$ cat src/rtl/imm_gen_arbiter_if.sv
// Request/result bundle between the two ID decode lanes, the shared immediate
// extender and the rename/dispatch consumer.
interface imm_gen_arbiter_if #(
  parameter int unsigned IMM_WIDTH                 = 12,
  parameter int unsigned GENERATED_IMMEDIATE_WIDTH = 32,
  parameter int unsigned TAG_WIDTH                 = 6
);
  logic                                 req0_valid;
  logic                                 req0_ready;
  logic [IMM_WIDTH-1:0]                 req0_imm;
  logic                                 req0_zext;
  logic [TAG_WIDTH-1:0]                 req0_tag;

  logic                                 req1_valid;
  logic                                 req1_ready;
  logic [IMM_WIDTH-1:0]                 req1_imm;
  logic                                 req1_zext;
  logic [TAG_WIDTH-1:0]                 req1_tag;

  logic                                 out_valid;
  logic                                 out_ready;
  logic [GENERATED_IMMEDIATE_WIDTH-1:0] out_imm;
  logic [TAG_WIDTH-1:0]                 out_tag;
  logic                                 out_lane;

  // Driver side: decode lanes plus the downstream consumer.
  modport master (
    output req0_valid, req0_imm, req0_zext, req0_tag,
    output req1_valid, req1_imm, req1_zext, req1_tag,
    output out_ready,
    input  req0_ready, req1_ready,
    input  out_valid, out_imm, out_tag, out_lane
  );

  // Arbiter side.
  modport slave (
    input  req0_valid, req0_imm, req0_zext, req0_tag,
    input  req1_valid, req1_imm, req1_zext, req1_tag,
    input  out_ready,
    output req0_ready, req1_ready,
    output out_valid, out_imm, out_tag, out_lane
  );
endinterface

$ cat src/rtl/imm_gen_arbiter.sv
// Round-robin shared immediate extender for two decode lanes with a single
// registered valid/ready output stage and pipeline flush.
module imm_gen_arbiter #(
  parameter int unsigned IMM_WIDTH                 = 12,
  parameter int unsigned GENERATED_IMMEDIATE_WIDTH = 32,
  parameter int unsigned TAG_WIDTH                 = 6
) (
  input  logic                    clk,
  input  logic                    reset_n,
  input  logic                    flush,
  imm_gen_arbiter_if.slave        bus
);

  localparam int unsigned ExtWidth = GENERATED_IMMEDIATE_WIDTH - IMM_WIDTH;

  if (GENERATED_IMMEDIATE_WIDTH <= IMM_WIDTH) begin : g_bad_width
    $error("imm_gen_arbiter: GENERATED_IMMEDIATE_WIDTH must exceed IMM_WIDTH");
  end

  typedef enum logic [0:0] {StEmpty, StFull} state_e;

  state_e                               state_q;
  logic                                 last_grant_q;
  logic                                 out_valid_q;
  logic [GENERATED_IMMEDIATE_WIDTH-1:0] out_imm_q;
  logic [TAG_WIDTH-1:0]                 out_tag_q;
  logic                                 out_lane_q;

  logic                                 can_accept;
  logic                                 grant1;
  logic                                 accept;
  logic [IMM_WIDTH-1:0]                 sel_imm;
  logic                                 sel_zext;
  logic [TAG_WIDTH-1:0]                 sel_tag;
  logic [GENERATED_IMMEDIATE_WIDTH-1:0] ext_imm;

  // Lane 1 wins when it is alone or when lane 0 was served last; reset_n gating
  // keeps both readies low for as long as reset is held.
  always_comb begin
    can_accept     = reset_n && !flush && ((state_q == StEmpty) || bus.out_ready);
    grant1         = bus.req1_valid && (!bus.req0_valid || !last_grant_q);
    bus.req0_ready = can_accept && bus.req0_valid && !grant1;
    bus.req1_ready = can_accept && grant1;
    accept         = can_accept && (bus.req0_valid || bus.req1_valid);
  end

  always_comb begin
    sel_imm  = grant1 ? bus.req1_imm  : bus.req0_imm;
    sel_zext = grant1 ? bus.req1_zext : bus.req0_zext;
    sel_tag  = grant1 ? bus.req1_tag  : bus.req0_tag;
    if (sel_zext) begin
      ext_imm = {{ExtWidth{1'b0}}, sel_imm};
    end else begin
      ext_imm = {{ExtWidth{sel_imm[IMM_WIDTH-1]}}, sel_imm};
    end
  end

  // accept already implies EMPTY or a draining FULL, so fill has priority
  // over the plain drain.
  always_ff @(posedge clk or negedge reset_n) begin
    if (!reset_n) begin
      state_q      <= StEmpty;
      last_grant_q <= 1'b1;
      out_valid_q  <= 1'b0;
      out_imm_q    <= '0;
      out_tag_q    <= '0;
      out_lane_q   <= 1'b0;
    end else if (flush) begin
      state_q     <= StEmpty;
      out_valid_q <= 1'b0;
    end else begin
      unique case (state_q)
        StEmpty: begin
          if (accept) begin
            state_q      <= StFull;
            out_valid_q  <= 1'b1;
            out_imm_q    <= ext_imm;
            out_tag_q    <= sel_tag;
            out_lane_q   <= grant1;
            last_grant_q <= grant1;
          end
        end
        StFull: begin
          if (accept) begin
            out_valid_q  <= 1'b1;
            out_imm_q    <= ext_imm;
            out_tag_q    <= sel_tag;
            out_lane_q   <= grant1;
            last_grant_q <= grant1;
          end else if (bus.out_ready) begin
            state_q     <= StEmpty;
            out_valid_q <= 1'b0;
          end
        end
        default: begin
          state_q     <= StEmpty;
          out_valid_q <= 1'b0;
        end
      endcase
    end
  end

  assign bus.out_valid = out_valid_q;
  assign bus.out_imm   = out_imm_q;
  assign bus.out_tag   = out_tag_q;
  assign bus.out_lane  = out_lane_q;

  // Stall seen at the previous edge; cleared asynchronously so a mid-cycle
  // reset does not look like a data change under backpressure.
  logic stall_q;
  always_ff @(posedge clk or negedge reset_n) begin
    if (!reset_n) begin
      stall_q <= 1'b0;
    end else begin
      stall_q <= bus.out_valid && !bus.out_ready && !flush;
    end
  end

  a_out_stable: assert property (@(posedge clk) disable iff (!reset_n)
    stall_q |-> ($stable(bus.out_imm) && $stable(bus.out_tag) && $stable(bus.out_lane)));

  a_ready_mutex: assert property (@(posedge clk) disable iff (!reset_n)
    !(bus.req0_ready && bus.req1_ready));

endmodule

$ cat src/flat_wrapper.sv
// flat-port wrapper written by rule: the top's interface ports become plain ports
module imm_gen_arbiter_flat 
#(
  parameter int unsigned IMM_WIDTH                 = 12,
  parameter int unsigned GENERATED_IMMEDIATE_WIDTH = 32,
  parameter int unsigned TAG_WIDTH                 = 6
)
  (clk, reset_n, flush, bus_req0_valid, bus_req0_imm, bus_req0_zext, bus_req0_tag, bus_req1_valid, bus_req1_imm, bus_req1_zext, bus_req1_tag, bus_out_ready, bus_req0_ready, bus_req1_ready, bus_out_valid, bus_out_imm, bus_out_tag, bus_out_lane);
  imm_gen_arbiter_if #(.IMM_WIDTH(IMM_WIDTH), .GENERATED_IMMEDIATE_WIDTH(GENERATED_IMMEDIATE_WIDTH), .TAG_WIDTH(TAG_WIDTH)) bus_i ();
  input  logic clk;
  input  logic reset_n;
  input  logic flush;
  input wire logic [$bits(bus_i.req0_valid)-1:0] bus_req0_valid;
  input wire logic [$bits(bus_i.req0_imm)-1:0] bus_req0_imm;
  input wire logic [$bits(bus_i.req0_zext)-1:0] bus_req0_zext;
  input wire logic [$bits(bus_i.req0_tag)-1:0] bus_req0_tag;
  input wire logic [$bits(bus_i.req1_valid)-1:0] bus_req1_valid;
  input wire logic [$bits(bus_i.req1_imm)-1:0] bus_req1_imm;
  input wire logic [$bits(bus_i.req1_zext)-1:0] bus_req1_zext;
  input wire logic [$bits(bus_i.req1_tag)-1:0] bus_req1_tag;
  input wire logic [$bits(bus_i.out_ready)-1:0] bus_out_ready;
  output wire logic [$bits(bus_i.req0_ready)-1:0] bus_req0_ready;
  output wire logic [$bits(bus_i.req1_ready)-1:0] bus_req1_ready;
  output wire logic [$bits(bus_i.out_valid)-1:0] bus_out_valid;
  output wire logic [$bits(bus_i.out_imm)-1:0] bus_out_imm;
  output wire logic [$bits(bus_i.out_tag)-1:0] bus_out_tag;
  output wire logic [$bits(bus_i.out_lane)-1:0] bus_out_lane;
  assign bus_i.req0_valid = bus_req0_valid;
  assign bus_i.req0_imm = bus_req0_imm;
  assign bus_i.req0_zext = bus_req0_zext;
  assign bus_i.req0_tag = bus_req0_tag;
  assign bus_i.req1_valid = bus_req1_valid;
  assign bus_i.req1_imm = bus_req1_imm;
  assign bus_i.req1_zext = bus_req1_zext;
  assign bus_i.req1_tag = bus_req1_tag;
  assign bus_i.out_ready = bus_out_ready;
  assign bus_req0_ready = bus_i.req0_ready;
  assign bus_req1_ready = bus_i.req1_ready;
  assign bus_out_valid = bus_i.out_valid;
  assign bus_out_imm = bus_i.out_imm;
  assign bus_out_tag = bus_i.out_tag;
  assign bus_out_lane = bus_i.out_lane;
  imm_gen_arbiter #(.IMM_WIDTH(IMM_WIDTH), .GENERATED_IMMEDIATE_WIDTH(GENERATED_IMMEDIATE_WIDTH), .TAG_WIDTH(TAG_WIDTH)) u_core (.clk(clk), .reset_n(reset_n), .flush(flush), .bus(bus_i));
endmodule
$ cat config.mk
export PLATFORM = sky130hd
export DESIGN_NAME = imm_gen_arbiter_flat
export DESIGN_NICKNAME = d
export VERILOG_FILES = /design/src/rtl/imm_gen_arbiter_if.sv /design/src/rtl/imm_gen_arbiter.sv /design/src/flat_wrapper.sv
export SDC_FILE = /design/constraint.sdc
export NUM_CORES = 1
export LEC_CHECK = 0
export ABC_AREA = 1
export BUFFER_PORTS_ARGS = -buffer_cell sky130_fd_sc_hd__buf_2
export CORE_MARGIN = 4
export CORE_UTILIZATION = 45
export DETAILED_ROUTE_END_ITERATION = 7
export PLACE_DENSITY = 0.94
export RECOVER_POWER = 100
export SYNTH_ARGS = -nofsm -noshare
export SYNTH_HDL_FRONTEND = slang
export SYNTH_SLANG_ARGS = --single-unit
$ cat constraint.sdc
create_clock -name clk -period 3 [get_ports clk]
set_input_delay 0.6 -clock clk [delete_from_list [all_inputs] [get_ports clk]]
set_output_delay 0.6 -clock clk [all_outputs]
set_load 0.01 [all_outputs]
==> metrics.txt, run 1 <==
# TYPE chip_impl_metric gauge
chip_impl_metric{name="p_leak",unit="µW"} 0.0009260
chip_impl_metric{name="drcViolationCount",unit=""} 0
chip_impl_metric{name="nFillCells",unit=""} 309
chip_impl_info{name="critical_path.startpoint",value="u_core.last_grant_q"} 1
chip_impl_metric{name="ctsHoldBuffers",unit=""} 0
chip_impl_metric{name="post_cts_buffers",unit=""} 0
chip_impl_info{name="path_class",value="register to output pin"} 1
chip_impl_metric{name="grt_pass1_vias",unit=""} 1180
chip_impl_metric{name="min_period_over_period",unit="%"} 80.43
chip_impl_metric{name="post_synth_instance_area",unit="mm²"} 0.001361
chip_impl_metric{name="multi_input_area",unit="µm²"} 519.2
chip_impl_info{name="tritoncts",value="yes"} 1
chip_impl_info{name="synth_top_family_by_area",value="simple AND/OR/NAND/NOR gates"} 1
chip_impl_metric{name="worst_slack",unit="ps"} 587.2
chip_impl_metric{name="gpl.final_weighted_congestion",unit=""} 0.7694
chip_impl_info{name="crit_path_start_kind",value="register"} 1
chip_impl_info{name="holdCritPathClass",value="register to register"} 1
chip_impl_metric{name="per_cell_via_count_in_the_routed_design",unit=""} 4.507
chip_impl_metric{name="io_buffers",unit=""} 85
chip_impl_metric{name="worstRegToRegCells",unit=""} 6
chip_impl_metric{name="grt_max_degree",unit=""} 24
chip_impl_metric{name="synth_warnings",unit=""} 0
chip_impl_metric{name="synth_simple_gate_area_share",unit="%"} 38.14
chip_impl_info{name="reg2reg_to",value="u_core.bus.out_imm[8]"} 1
chip_impl_metric{name="setup_viol",unit=""} 0
chip_impl_metric{name="area_inside_the_core_boundary",unit="mm²"} 0.002829
chip_impl_info{name="final_common_cell",value="nand2_1"} 1
chip_impl_metric{name="drv.max_cap_violation_count",unit=""} 0
chip_impl_metric{name="areaGrowthSynthToFinish",unit="%"} 15.17
chip_impl_metric{name="die_boundary_width",unit="µm"} 63
chip_impl_metric{name="yosysUniqueCellTypes",unit=""} 16
chip_impl_metric{name="synth_area_per_cell",unit="µm²"} 7.280
chip_impl_metric{name="ant_nets",unit=""} 0
chip_impl_metric{name="num_io_pins",unit=""} 86
chip_impl_metric{name="grt_antenna_before_repair",unit=""} 0
chip_impl_info{name="run_status",value="complete, no violations"} 1
chip_impl_metric{name="post-place-ws",unit="ps"} 755.8
chip_impl_metric{name="clock-sinks",unit=""} 23
chip_impl_metric{name="critical-path-max-stage-delay",unit="ps"} 560
chip_impl_info{name="critical_path.top_delay_family",value="simple AND/OR/NAND/NOR gates"} 1
chip_impl_metric{name="firstDrtPassIters",unit=""} 4
chip_impl_info{name="final_cell_mix",value="nand2_1, buf_2, clkbuf_1"} 1
chip_impl_metric{name="hold_viol",unit=""} 0
chip_impl_metric{name="dp_hpwl",unit="µm"} 2386
chip_impl_metric{name="drt-wirelength-per-cell",unit="µm"} 10.87
chip_impl_metric{name="tightest_slew",unit="ps"} 1298
chip_impl_metric{name="timing.fmax",unit="MHz"} 414.4
chip_impl_metric{name="synth_largest_type_area_fraction",unit="%"} 40.44
chip_impl_metric{name="global_route.usage.total",unit="%"} 15.73
chip_impl_metric{name="synth_xor_xnor_area_share",unit="%"} 0
chip_impl_metric{name="wirelength",unit="µm"} 3065
chip_impl_info{name="worst_setup_path_endpoint",value="bus_req0_ready"} 1
chip_impl_metric{name="synthesis.nets",unit=""} 231
chip_impl_metric{name="final_util",unit="%"} 55.42
chip_impl_metric{name="ir_worst_vdd",unit="mV"} 0.2768
chip_impl_info{name="rsz0062_at_grt",value="false"} 1
chip_impl_metric{name="number_of_gates_on_the_worst_path_with_buffers_counted",unit=""} 5
chip_impl_metric{name="skew",unit="ps"} 3.062
chip_impl_metric{name="cts-resized-gates",unit=""} 0
chip_impl_metric{name="cp_max_fo",unit=""} 21
chip_impl_info{name="crit_chain",value="nand2_1 -> nand2_2 -> inv_4 -> nor3b_2 -> buf_2"} 1
chip_impl_info{name="cts_root_buffer",value="clkbuf_4"} 1
chip_impl_metric{name="floorplan.rows",unit=""} 19
chip_impl_metric{name="die_area",unit="mm²"} 0.003969
chip_impl_metric{name="die-height",unit="µm"} 63
chip_impl_metric{name="skew_pair_late_insertion_delay",unit="ps"} 300
chip_impl_metric{name="worst_ep_required_time",unit="ps"} 2400
chip_impl_info{name="timing.critical_path.to_type",value="output pin"} 1
chip_impl_metric{name="max_slew_vio_count",unit=""} 0
chip_impl_info{name="synthTopCellsByArea",value="dfrtp_1, nand2_1, buf_4"} 1
chip_impl_metric{name="cts_buffers",unit=""} 3
chip_impl_metric{name="post_syn_instances",unit=""} 187
chip_impl_metric{name="relSlewSlack",unit="%"} 13.16
chip_impl_metric{name="h-tree-depth",unit=""} 1
chip_impl_metric{name="initial_core_util",unit="%"} 48.12
chip_impl_metric{name="drt_first_iter_violations",unit=""} 18
chip_impl_metric{name="detailroute.via_count",unit=""} 1271
chip_impl_metric{name="power.total",unit="µW"} 809.3
chip_impl_metric{name="power.density",unit="mW/mm²"} 516.2
chip_impl_metric{name="path_buf_inv",unit=""} 2
chip_impl_metric{name="cts_max_path_buffers",unit=""} 2
chip_impl_metric{name="numnets_final",unit=""} 296
chip_impl_info{name="synth_top_area_cell",value="dfrtp_1"} 1
chip_impl_metric{name="yosys-mux-area-fraction",unit="%"} 0
chip_impl_metric{name="synth-seq-area-share",unit="%"} 42.37
chip_impl_metric{name="fin_crit",unit="ps"} 2413
chip_impl_metric{name="synth_adder_area_share",unit="%"} 0
chip_impl_metric{name="final_layout_size_suffix_gt1_share",unit="%"} 22.71
chip_impl_metric{name="setup_tns",unit="ps"} 0
chip_impl_metric{name="clkSlewWorstSetupHoldPaths",unit="ps"} 120
chip_impl_info{name="worst_path_max_delay_cell",value="dfstp_2"} 1
chip_impl_metric{name="synth_seq_cells",unit=""} 23
chip_impl_metric{name="critical_path_arrival",unit="ps"} 1810
chip_impl_metric{name="setup.reg_to_reg.worst_slack",unit="ps"} 670
chip_impl_info{name="r2r_start",value="u_core.state_q"} 1
chip_impl_metric{name="grt_first_pass_wirelength",unit="µm"} 5078
chip_impl_metric{name="synth_compound_area_share",unit="%"} 0.7353
chip_impl_metric{name="grt.overflow.total",unit=""} 0
chip_impl_metric{name="antennaDiodeCount",unit=""} 0
chip_impl_metric{name="combined_flip_flop_and_latch_cell_area",unit="µm²"} 576.8
[cells in the mapped netlist]
cell type and n:
nand2_1 117, inv_4 1, nor3b_2 1, buf_12 1, dfrtp_1 22, inv_2 2, nor2_4 1, nand2_2 4
dfstp_2 1, nand3_1 3, nor2_1 1, inv_1 4, buf_4 20, nor2_2 2, buf_6 5, o21ai_0 2
[routing by layer]
layer	up-vias	track usage, %	wire [µm]
met1	552	16.78	1144
met5	-	0	0
li1	667	-	-
met2	48	30.83	1657
met3	4	2.158	231
met4	0	5.510	31
[final cells by class]
type | count | area share (%)
clock buffers | 4 | 1.676
inverters | 7 | 1.836
multi-input cells | 131 | 33.12
flip-flops and latches | 23 | 36.79
well taps | 31 | 2.474
repair buffers | 86 | 24.10
[cells by family (layout without fill, tap and decap cells)]
logic type             Yosys count  in the layout
AO/OA/AOI/OAI                    2              2
buffers and inverters           33             97
flip-flops                      23             23
AND/OR/NAND/NOR                129            129
[through the flow]
stage | cell area (µm²) | hold slack [ps] | cells
after global routing | 1568 | 506.2 | 282
final | 1568 | 485.3 | 282
after floorplan | 1361 | 304.4 | 187
after global placement | 1607 | 450.2 | 278
after detailed placement | 1607 | 453.4 | 278
after CTS | 1633 | 290.7 | 282
[power by group]
| group | internal (µW) | switching (µW) |
|---|---|---|
| sequential | 368 | 39.4 |
| combinational | 96.2 | 170 |
| clock | 51.7 | 84.4 |
[worst min-delay path by stage]
stage / startpoint / end / slack (ps) / depth (start not counted)
2_1_floorplan: reset_n / u_core.bus.out_imm[0] / 300 / 0
3_3_place_gp: u_core.bus.out_tag[2] / u_core.bus.out_tag[2] / 450 / 2
3_5_place_dp: u_core.bus.out_imm[7] / u_core.bus.out_imm[7] / 450 / 2
4_1_cts: reset_n / u_core.bus.out_lane / 290 / 2
5_1_grt: u_core.bus.out_imm[7] / u_core.bus.out_imm[7] / 510 / 2
6_report: u_core.bus.out_imm[4] / u_core.bus.out_imm[4] / 490 / 2
[state kept, by name, indices dropped and copies added (netlist names)]
| name | flops |
|---|---|
| u_core.bus.out_imm | 13 |
| u_core.bus.out_lane | 1 |
| u_core.bus.out_tag | 6 |
| u_core.bus.out_valid | 1 |
| u_core.last_grant_q | 1 |
| u_core.state_q | 1 |
[worst register-to-register path, delay by kind of cell, from the launching register on]
kind,cells,cell delay (ps)
buffers and inverters,1,440
AND/OR/NAND/NOR,5,1390
flip-flops,1,410
(Power assumes the default switching activity.)
==> run 2: changes to the inputs <==
- ABC_AREA: 1 -> 0
- CORE_UTILIZATION: 45 -> 39
- PLACE_DENSITY: 0.94 -> 0.86
- clock period: 3 -> 2 ns (I/O delays scaled with it)
==> run 2 against run 1 <==
  * Critical path depth shrank 1
  * Clock skew grew 3.2 ps
  * Design area grew 8.2%
  * Largest cell class is now multi-input combinational cells
  * Largest power group unchanged
==> metrics.txt, run 2 <==
# TYPE chip_impl_metric gauge
chip_impl_info{name="run_status",value="complete, no violations"} 1
chip_impl_metric{name="ant_nets",unit=""} 0
chip_impl_info{name="final_common_cell",value="buf_2"} 1
chip_impl_metric{name="ctsHoldBuffers",unit=""} 0
chip_impl_metric{name="multi_input_area",unit="µm²"} 620.6
chip_impl_info{name="tritoncts",value="yes"} 1
chip_impl_metric{name="relSlewSlack",unit="%"} 18.45
chip_impl_metric{name="cp_max_fo",unit=""} 12
chip_impl_metric{name="synth_warnings",unit=""} 0
chip_impl_metric{name="h-tree-depth",unit=""} 1
chip_impl_metric{name="antennaDiodeCount",unit=""} 0
chip_impl_metric{name="drt_first_iter_violations",unit=""} 16
chip_impl_metric{name="power.density",unit="mW/mm²"} 848.4
chip_impl_metric{name="initial_core_util",unit="%"} 41.77
chip_impl_metric{name="global_route.usage.total",unit="%"} 12.22
chip_impl_metric{name="timing.fmax",unit="MHz"} 544.3
chip_impl_metric{name="async_reset_ff_share",unit="%"} 100.0
chip_impl_info{name="timing.critical_path.to_type",value="output pin"} 1
chip_impl_metric{name="max_slew_vio_count",unit=""} 0
chip_impl_info{name="reg2reg_to",value="u_core.bus.out_imm[1]"} 1
chip_impl_metric{name="grt.overflow.total",unit=""} 0
chip_impl_metric{name="synth_largest_type_area_fraction",unit="%"} 38.00
chip_impl_metric{name="cts_buffers",unit=""} 3
chip_impl_metric{name="numnets_final",unit=""} 216
chip_impl_metric{name="p_leak",unit="µW"} 0.0008232
chip_impl_metric{name="drt-wirelength-per-cell",unit="µm"} 13.50
chip_impl_info{name="cts_root_buffer",value="clkbuf_8"} 1
chip_impl_metric{name="dp_hpwl",unit="µm"} 2328
chip_impl_metric{name="floorplan.rows",unit=""} 21
chip_impl_info{name="end_point_of_the_worst_hold_path",value="u_core.state_q"} 1
chip_impl_metric{name="clock-sinks",unit=""} 23
chip_impl_metric{name="synth_seq_cells",unit=""} 23
chip_impl_metric{name="final_layout_size_suffix_gt1_share",unit="%"} 43.27
chip_impl_info{name="post_synth_most_frequent_cells",value="mux2_4, dfrtp_1, buf_4"} 1
chip_impl_metric{name="drcViolationCount",unit=""} 0
chip_impl_info{name="path_class",value="register to output pin"} 1
chip_impl_metric{name="drv.max_cap_violation_count",unit=""} 0
chip_impl_metric{name="skew_pair_late_insertion_delay",unit="ps"} 260
chip_impl_metric{name="worstHoldPathCells",unit=""} 2
chip_impl_metric{name="grt_first_pass_wirelength",unit="µm"} 4333
chip_impl_metric{name="die-height",unit="µm"} 68.95
chip_impl_metric{name="synth_enable_flop_cells",unit=""} 0
chip_impl_metric{name="hold_viol",unit=""} 0
chip_impl_metric{name="critical_path_arrival",unit="ps"} 1440
chip_impl_metric{name="min_period_over_period",unit="%"} 91.86
chip_impl_metric{name="firstDrtPassIters",unit=""} 2
chip_impl_metric{name="grt_pass1_vias",unit=""} 888
chip_impl_metric{name="nFillCells",unit=""} 369
chip_impl_metric{name="num_io_pins",unit=""} 86
chip_impl_metric{name="wirelength",unit="µm"} 2929
chip_impl_info{name="r2r_start",value="u_core.last_grant_q"} 1
chip_impl_metric{name="die_area",unit="mm²"} 0.004754
chip_impl_metric{name="cts-resized-gates",unit=""} 0
chip_impl_metric{name="skew",unit="ps"} 6.218
chip_impl_info{name="min-delay-start",value="flush"} 1
chip_impl_metric{name="grt_antenna_before_repair",unit=""} 0
chip_impl_metric{name="power.total",unit="µW"} 1439
chip_impl_metric{name="synthesis.nets",unit=""} 145
chip_impl_metric{name="combined_flip_flop_and_latch_cell_area",unit="µm²"} 576.8
chip_impl_metric{name="per_cell_via_count_in_the_routed_design",unit=""} 4.498
chip_impl_metric{name="synth_area_per_cell",unit="µm²"} 14.35
chip_impl_metric{name="worst_ep_required_time",unit="ps"} 1600
chip_impl_metric{name="setup_viol",unit=""} 0
chip_impl_metric{name="synth-seq-area-share",unit="%"} 39.81
chip_impl_metric{name="yosysUniqueCellTypes",unit=""} 23
chip_impl_metric{name="grt_max_degree",unit=""} 24
chip_impl_metric{name="setup.reg_to_reg.worst_slack",unit="ps"} 330
chip_impl_metric{name="tightest_slew",unit="ps"} 1223
chip_impl_metric{name="areaGrowthSynthToFinish",unit="%"} 17.10
chip_impl_info{name="crit_path_start_kind",value="register"} 1
chip_impl_info{name="synthTopCellsByArea",value="dfrtp_1, mux2_4, buf_4"} 1
chip_impl_metric{name="ir_worst_vdd",unit="mV"} 0.2831
chip_impl_metric{name="clkSlewWorstSetupHoldPaths",unit="ps"} 80
chip_impl_metric{name="number_of_flip_flops_under_the_largest_register_name",unit=""} 13
chip_impl_metric{name="io_buffers",unit=""} 85
chip_impl_metric{name="detailroute.via_count",unit=""} 976
chip_impl_metric{name="die_boundary_width",unit="µm"} 68.95
chip_impl_metric{name="fin_crit",unit="ps"} 1837
chip_impl_metric{name="setup_tns",unit="ps"} 0
chip_impl_info{name="final_cell_mix",value="buf_2, clkbuf_1, dfrtp_1"} 1
chip_impl_metric{name="worstRegToRegCells",unit=""} 4
chip_impl_info{name="rsz0062_at_grt",value="false"} 1
chip_impl_info{name="synthMostInstantiatedCell",value="mux2_4"} 1
chip_impl_metric{name="post_cts_buffers",unit=""} 0
chip_impl_info{name="synth_top_area_cell",value="dfrtp_1"} 1
chip_impl_metric{name="post_syn_instances",unit=""} 101
chip_impl_metric{name="post_synth_instance_area",unit="mm²"} 0.001449
chip_impl_info{name="most_common_flop_cell_mapped_by_yosys",value="dfrtp_1"} 1
chip_impl_metric{name="gpl.final_weighted_congestion",unit=""} 0.5794
chip_impl_info{name="holdCritPathClass",value="input port to register"} 1
chip_impl_metric{name="area_inside_the_core_boundary",unit="mm²"} 0.003468
chip_impl_metric{name="cts_max_path_buffers",unit=""} 2
run 2: changes by cell type in the layout (fill, tap and decap cells not counted), sizes merged, moves of 3 or more:
cell    delta
inv        -7
nor2       -3
nand2    -119
mux2      +37
nand2b     +3
run 2: per-stage QoR:
step	hold WS [ps]	std cells	area (µm²)	util (%)	worst slack (ps)
2_1_floorplan	104.4	101	1449	-	534.9
3_3_place_gp	449.0	213	1778	51.26	321.0
3_5_place_dp	456.2	213	1778	51.26	293.7
4_1_cts	172.2	217	1824	52.60	181.8
5_1_grt	420.0	217	1697	48.92	90.35
6_report	398.3	217	1697	48.92	162.8
run 2: how the worst max path moves through the flow:
stage	from	to	slack, ps	depth (start not counted)
3_3_place_gp	reset_n	u_core.bus.out_imm[30]	320	5
5_1_grt	u_core.last_grant_q	bus_req1_ready	90	4
4_1_cts	u_core.last_grant_q	bus_req1_ready	180	4
3_5_place_dp	bus_req1_valid	u_core.bus.out_tag[0]	290	5
2_1_floorplan	bus_req1_valid	u_core.bus.out_imm[0]	530	4
6_report	u_core.last_grant_q	bus_req0_ready	160	4
run 2: power by group:
part | total (µW) | internal [µW] | switching (µW)
Sequential | 651 | 575 | 76.0
Combinational | 507 | 247 | 260
Clock | 281 | 139 | 142
run 2: cells by family (layout without fill, tap and decap cells):
logic type      count (synthesis)  after routing  synth area share (%)
flops                          23             23                 39.81
compound gates                  7              7                 3.886
buf+inv                        23             93                 13.21
simple gates                   10             10                 4.835
mux                            38             38                 38.26
run 2: critical path, cell delays in order (launching register included):
cell and delay [ps]:
dfstp_1 600, a21boi_4 70, buf_2 240, nor2_1 130, buf_2 140
run 2: final cells by class:
type                       instances  share of cell area (%)
sequential                        23                   34.00
multi-input combinational         55                   36.58
timing repair buffer              89                   23.30
clock inverter                     1                  0.2950
tap                               46                   3.392
clock buffer                       3                   2.434
run 2: per-layer routing:
metal  up-vias  GRT usage [%]  wire length, µm
li1        478              -                -
met1       443          15.52             1174
met2        53          20.48             1400
met3         2          1.945              333
met4         0          5.109               21
met5         -              0                0
